### config.mk
export PLATFORM = sky130hd
export DESIGN_NAME = stw_time_core
export DESIGN_NICKNAME = d
export VERILOG_FILES = /design/src/rtl/stw_time_core.sv
export SDC_FILE = /design/constraint.sdc
export NUM_CORES = 1
export LEC_CHECK = 0
export BUFFER_PORTS_ARGS = -buffer_cell sky130_fd_sc_hd__clkbuf_2
export CELL_PAD_IN_SITES_DETAIL_PLACEMENT = 0
export CELL_PAD_IN_SITES_GLOBAL_PLACEMENT = 1
export CORE_ASPECT_RATIO = 2
export CORE_UTILIZATION = 35
export DETAILED_ROUTE_END_ITERATION = 7
export HOLD_SLACK_MARGIN = 0.03
export PLACE_DENSITY_LB_ADDON = 0.1
export SETUP_SLACK_MARGIN = 0.2
export SYNTH_ARGS = -nofsm -noshare
export SYNTH_HDL_FRONTEND = slang
export SYNTH_SLANG_ARGS = --single-unit
### constraint.sdc
create_clock -name CLK -period 2.3 [get_ports CLK]
set_clock_uncertainty 0.05 [all_clocks]
set_input_delay 0.115 -clock CLK [delete_from_list [all_inputs] [get_ports CLK]]
set_output_delay 0.115 -clock CLK [all_outputs]
set_load 0.05 [all_outputs]
### src/rtl/stw_time_core.sv
// Stopwatch / countdown timer core: IDLE/RUN/PAUSE/DONE control over an h:m:s counter.
// Optional lap capture is built only when STW_LAP_EN is defined.
module stw_time_core #(
  parameter int unsigned W       = 8,
  parameter int unsigned SEC_MOD = 60,
  parameter int unsigned MIN_MOD = 60,
  parameter int unsigned HR_MOD  = 24
) (
  input  logic         CLK,
  input  logic         rst_n,
  input  logic         tick,
  input  logic         start,
  input  logic         stop,
  input  logic         clear,
  input  logic         mode,
  input  logic         load,
  input  logic [W-1:0] load_sec,
  input  logic [W-1:0] load_min,
  input  logic [W-1:0] load_hr,
  input  logic         lap,
  output logic [W-1:0] secs,
  output logic [W-1:0] mins,
  output logic [W-1:0] hrs,
  output logic [W-1:0] lap_secs,
  output logic [W-1:0] lap_mins,
  output logic [W-1:0] lap_hrs,
  output logic         lap_valid,
  output logic         running,
  output logic         wrap,
  output logic         done
);

  localparam logic [W-1:0] SecMax = W'(SEC_MOD - 1);
  localparam logic [W-1:0] MinMax = W'(MIN_MOD - 1);
  localparam logic [W-1:0] HrMax  = W'(HR_MOD - 1);

  typedef enum logic [1:0] {StIdle, StRun, StPause, StDone} state_e;

  state_e       r_state, w_state_d;
  logic         r_mode, w_mode_d;
  logic [W-1:0] r_secs, r_mins, r_hrs;
  logic [W-1:0] w_secs_d, w_mins_d, w_hrs_d;
  logic         r_wrap, w_wrap_d;
  logic         r_running, w_running_d;
  logic         r_done, w_done_d;

  logic [W-1:0] w_up_secs, w_up_mins, w_up_hrs;
  logic [W-1:0] w_dn_secs, w_dn_mins, w_dn_hrs;
  logic         w_up_wrap, w_dn_zero, w_zero;

  // Increment / decrement candidates with carry and borrow chains.
  always_comb begin
    w_up_secs = (r_secs == SecMax) ? '0 : r_secs + 1'b1;
    w_up_mins = r_mins;
    w_up_hrs  = r_hrs;
    if (r_secs == SecMax) begin
      w_up_mins = (r_mins == MinMax) ? '0 : r_mins + 1'b1;
      if (r_mins == MinMax) w_up_hrs = (r_hrs == HrMax) ? '0 : r_hrs + 1'b1;
    end
    w_up_wrap = (r_secs == SecMax) && (r_mins == MinMax) && (r_hrs == HrMax);

    w_dn_secs = (r_secs == '0) ? SecMax : r_secs - 1'b1;
    w_dn_mins = r_mins;
    w_dn_hrs  = r_hrs;
    if (r_secs == '0) begin
      w_dn_mins = (r_mins == '0) ? MinMax : r_mins - 1'b1;
      if (r_mins == '0) w_dn_hrs = (r_hrs == '0) ? HrMax : r_hrs - 1'b1;
    end
    w_dn_zero = (r_hrs == '0) && (r_mins == '0) && (r_secs == W'(1));
    w_zero    = (r_hrs == '0) && (r_mins == '0) && (r_secs == '0);
  end

  always_ff @(posedge CLK or negedge rst_n) begin
    if (!rst_n) begin
      r_state <= StIdle;
    end else begin
      r_state <= w_state_d;
    end
  end

  always_comb begin
    w_state_d = r_state;
    if (clear) begin
      w_state_d = StIdle;
    end else begin
      unique case (r_state)
        StIdle, StPause: begin
          if (!load && !stop && start) w_state_d = (mode && w_zero) ? StDone : StRun;
        end
        StRun: begin
          if (tick && r_mode && w_dn_zero) w_state_d = StDone;
          else if (stop)                   w_state_d = StPause;
        end
        StDone:  w_state_d = StDone;
        default: w_state_d = StIdle;
      endcase
    end
  end

  always_comb begin
    w_mode_d = r_mode;
    w_secs_d = r_secs;
    w_mins_d = r_mins;
    w_hrs_d  = r_hrs;
    w_wrap_d = 1'b0;
    if (clear) begin
      w_secs_d = '0;
      w_mins_d = '0;
      w_hrs_d  = '0;
    end else begin
      unique case (r_state)
        StIdle, StPause: begin
          if (load) begin
            w_secs_d = (load_sec > SecMax) ? SecMax : load_sec;
            w_mins_d = (load_min > MinMax) ? MinMax : load_min;
            w_hrs_d  = (load_hr  > HrMax)  ? HrMax  : load_hr;
          end else if (!stop && start) begin
            w_mode_d = mode;
          end
        end
        StRun: begin
          // A tick coincident with stop still counts; the state is still RUN.
          if (tick) begin
            if (r_mode) begin
              w_secs_d = w_dn_secs;
              w_mins_d = w_dn_mins;
              w_hrs_d  = w_dn_hrs;
            end else begin
              w_secs_d = w_up_secs;
              w_mins_d = w_up_mins;
              w_hrs_d  = w_up_hrs;
              w_wrap_d = w_up_wrap;
            end
          end
        end
        default: ;
      endcase
    end
    w_running_d = (w_state_d == StRun);
    w_done_d    = (w_state_d == StDone);
  end

  always_ff @(posedge CLK or negedge rst_n) begin
    if (!rst_n) begin
      r_mode    <= 1'b0;
      r_secs    <= '0;
      r_mins    <= '0;
      r_hrs     <= '0;
      r_wrap    <= 1'b0;
      r_running <= 1'b0;
      r_done    <= 1'b0;
    end else begin
      r_mode    <= w_mode_d;
      r_secs    <= w_secs_d;
      r_mins    <= w_mins_d;
      r_hrs     <= w_hrs_d;
      r_wrap    <= w_wrap_d;
      r_running <= w_running_d;
      r_done    <= w_done_d;
    end
  end

  assign secs    = r_secs;
  assign mins    = r_mins;
  assign hrs     = r_hrs;
  assign wrap    = r_wrap;
  assign running = r_running;
  assign done    = r_done;

`ifdef STW_LAP_EN
  logic [W-1:0] r_lap_secs, r_lap_mins, r_lap_hrs;
  logic         r_lap_valid;

  // Captures the value present before this edge's tick update.
  always_ff @(posedge CLK or negedge rst_n) begin
    if (!rst_n) begin
      r_lap_secs  <= '0;
      r_lap_mins  <= '0;
      r_lap_hrs   <= '0;
      r_lap_valid <= 1'b0;
    end else if (clear) begin
      r_lap_secs  <= '0;
      r_lap_mins  <= '0;
      r_lap_hrs   <= '0;
      r_lap_valid <= 1'b0;
    end else if (lap && (r_state == StRun || r_state == StPause)) begin
      r_lap_secs  <= r_secs;
      r_lap_mins  <= r_mins;
      r_lap_hrs   <= r_hrs;
      r_lap_valid <= 1'b1;
    end
  end

  assign lap_secs  = r_lap_secs;
  assign lap_mins  = r_lap_mins;
  assign lap_hrs   = r_lap_hrs;
  assign lap_valid = r_lap_valid;
`else
  logic w_unused_lap;
  assign w_unused_lap = lap;

  assign lap_secs  = '0;
  assign lap_mins  = '0;
  assign lap_hrs   = '0;
  assign lap_valid = 1'b0;
`endif

endmodule

==> flow_summary.json <==
{
  "die_w_microns": 67.8,
  "path_class": "reg -> reg",
  "place.detailed.hpwl_microns": 8300,
  "slowest_delay_ns": 0.50,
  "ios": 85,
  "ant_nets": 0,
  "setup_viol": 0,
  "start_util_pct": 36.2,
  "syn2layout_area_growth_pct": 29.9,
  "vias": 3227,
  "comb_power_share_pct": 42.4,
  "synth.distinct_cells": 74,
  "root_buffer": "clkbuf_16",
  "seq_area_frac_synth_pct": 24.8,
  "die_y_microns": 134,
  "synth_most_common_cell": "dfrtp_1",
  "clkLatencyLatePin_ns": 0.28,
  "overflow": 0,
  "worstSetupStartpointType": "flip-flop",
  "dp.cells": 545,
  "cts.sinks": 30,
  "place_ws_ns": 0.0382,
  "ys_warn_count": 0,
  "period_share_pct": 91.5,
  "via_per_inst": 5.68,
  "antenna_found_initial": 0,
  "fp-row-count": 47,
  "rsz0062_at_grt": "true",
  "synth_commonest_cells": "30 x dfrtp_1, 28 x o21ai_0, 26 x buf_4, 26 x nand2_1, 26 x nor2_1",
  "fin_crit_ns": 2.10,
  "outcome": "finished clean",
  "nets": 511,
  "grt_pass1_wl_microns": 16800,
  "drc": 0,
  "finalNonFillerCells": 568,
  "first_pass_iters": 5,
  "worst_slack_ns": 0.196,
  "port-buffer-count": 58,
  "intPower_mw": 1.47,
  "max-vdd-ir-drop_mv": 0.375,
  "place_congestion": 0.906,
  "path_clk_slew_ns": 0.05,
  "cts_buffer_depth": 2,
  "slew-limit-headroom_pct": 41.6,
  "diodes": 0,
  "synth_seq_cells": 30,
  "core_area_sq_um": 8350,
  "power.switching_mw": 0.994,
  "synth.area.top_cells": "dfrtp_1 25%, buf_4 6.4%, o21ai_0 4.6%",
  "async_flop_share_pct": 100,
  "wl_per_cell_microns": 18.9,
  "power.share.switching_pct": 40.3,
  "maxCapViolCount": 0,
  "synth_top_cell_by_area": "dfrtp_1",
  "track_usage_pct": 25.2,
  "clockPowerShare_pct": 31.2,
  "crit_chain": "inv_2, ha_4, nand4bb_4, o2bb2a_4, o31a_1, buf_6, a31o_2, a22o_1",
  "setup_tns_ns": 0,
  "htreeDepth": 2,
  "fmaxAchievable_ghz": 0.475,
  "synth-edff-count": 0,
  "drive_above_1_share_pct": 36.2,
  "first_global_vias": 3315,
  "grt_max_degree": 31,
  "tightest_slew_ns": 0.876,
  "cp_max_fo": 5,
  "holdCritPathClass": "in -> reg",
  "worstPathRequired_ns": 2.41,
  "syn-cell-area_sq_um": 3030,
  "power_frac_seq_pct": 26.4,
  "arrival_ns": 2.22,
  "numCtsBuffers": 5,
  "wl_microns": 10700,
  "synthCells": 382,
  "final_max_slew_viol_count": 0,
  "cts_tree": "done",
  "finalHoldViolCount": 0,
  "crit_path_top_delay_cell": "dfrtp_4",
  "synth_top_area_share_pct": 24.8,
  "hold_slack_ns": 0.0502,
  "synth_ff_type": "dfrtp_1",
  "cp-end-kind": "flip-flop",
  "power.density_nw_per_um2": 626,
  "leakagePower_nw": 1.77,
  "postSynthAreaPerCell_sq_um": 7.92,
  "drt_iter0_markers": 184,
  "die_area_sq_um": 9050
}
-- state kept, by name, summed over array words and instances (netlist names) --
register / cells
running: 1
secs: 8
r_state: 2
mins: 8
wrap: 1
r_mode: 1
hrs: 8
done: 1
-- through the flow --
stage	utilization (%)	area, sq um	power (mW)
CTS	46.1	3850	2.44
detailed placement	42.4	3540	1.63
global placement	42.4	3540	1.63
finish	47.1	3930	2.46
floorplan	-	3210	1.37
global route	47.1	3930	2.59
-- final timing paths --
check / from / end / slack [ns] / cells past startpoint
max: secs[0] / mins[6] / 0.20 / 8
min: mode / r_mode / 0.05 / 2
max reg2reg: secs[0] / mins[6] / 0.20 / 8
min reg2reg: secs[1] / secs[1] / 0.52 / 2
max in group asynchronous: rst_n / secs[0] / 1.13 / 2
min in group asynchronous: rst_n / hrs[2] / 0.43 / 2
-- repair_timing --
| item | 4_1_cts | 5_1_grt |
|---|---|---|
| endpoints found under the setup margin | 15 | 20 |
| hold buffers | 2 | 0 |
| hold endpoints to repair | 32 | 0 |
| setup buffers | 10 | 3 |
| gates resized for setup | 9 | 20 |
| pin swaps | 4 | 9 |
-- worst max-delay path: cells and delay by family (launching register included) --
kind	cells	cell delay [ns]
buffers and inverters	2	0.24
flip-flops	1	0.50
AO/OA/AOI/OAI	4	0.93
AND/OR/NAND/NOR	1	0.12
adder cells (fa/ha/maj)	1	0.14
-- layout make-up --
class	instances	area (sq um)
multi-input combinational	307	2110
clock inverter	1	30.0
clock buffer	7	133
inverter	16	60.1
sequential	30	772
tap	98	123
fill	852	4420
timing repair buffer	109	702
-- routing by layer --
metal	GRT usage, %	vias up	share of wire [%]
li1	-	1538	-
met1	24.9	1554	34
met2	47.1	105	58
met3	3.34	30	3.4
met4	13.7	0	4.0
met5	0	-	0
-- power by group through the flow --
stage / combinational [mW] / sequential [mW] / clock (mW)
global route: 1.13 / 0.657 / 0.806
CTS: 1.02 / 0.648 / 0.781
global placement: 0.973 / 0.657 / 0
detailed placement: 0.975 / 0.659 / 0
floorplan: 0.620 / 0.748 / 0
finish: 1.04 / 0.650 / 0.769
-- cells in the final DEF, fill, tap and decap left out, types with 11 or more instances in the layout --
cell type and n:
clkbuf_2 58, buf_4 45, nand2_1 26, nor2_1 25, conb_1 25, o21ai_0 21
a21oi_1 18, nor3_1 17, nand3_1 16, dfrtp_1 15, dfrtp_2 14, inv_1 11
-- cell families (layout without fill, tap and decap cells) --
family	Yosys count	count (layout)	share of synthesized area [%]
AND/OR/NAND/NOR	146	146	27.4
AO/OA/AOI/OAI	112	112	26.3
adder cells (fa/ha/maj)	9	9	3.72
buffers and inverters	69	133	13.0
other	1	25	0.124
XOR/XNOR	10	10	2.89
flip-flops	30	30	24.8
multiplexers	5	5	1.74
(Power assumes the default switching activity.)
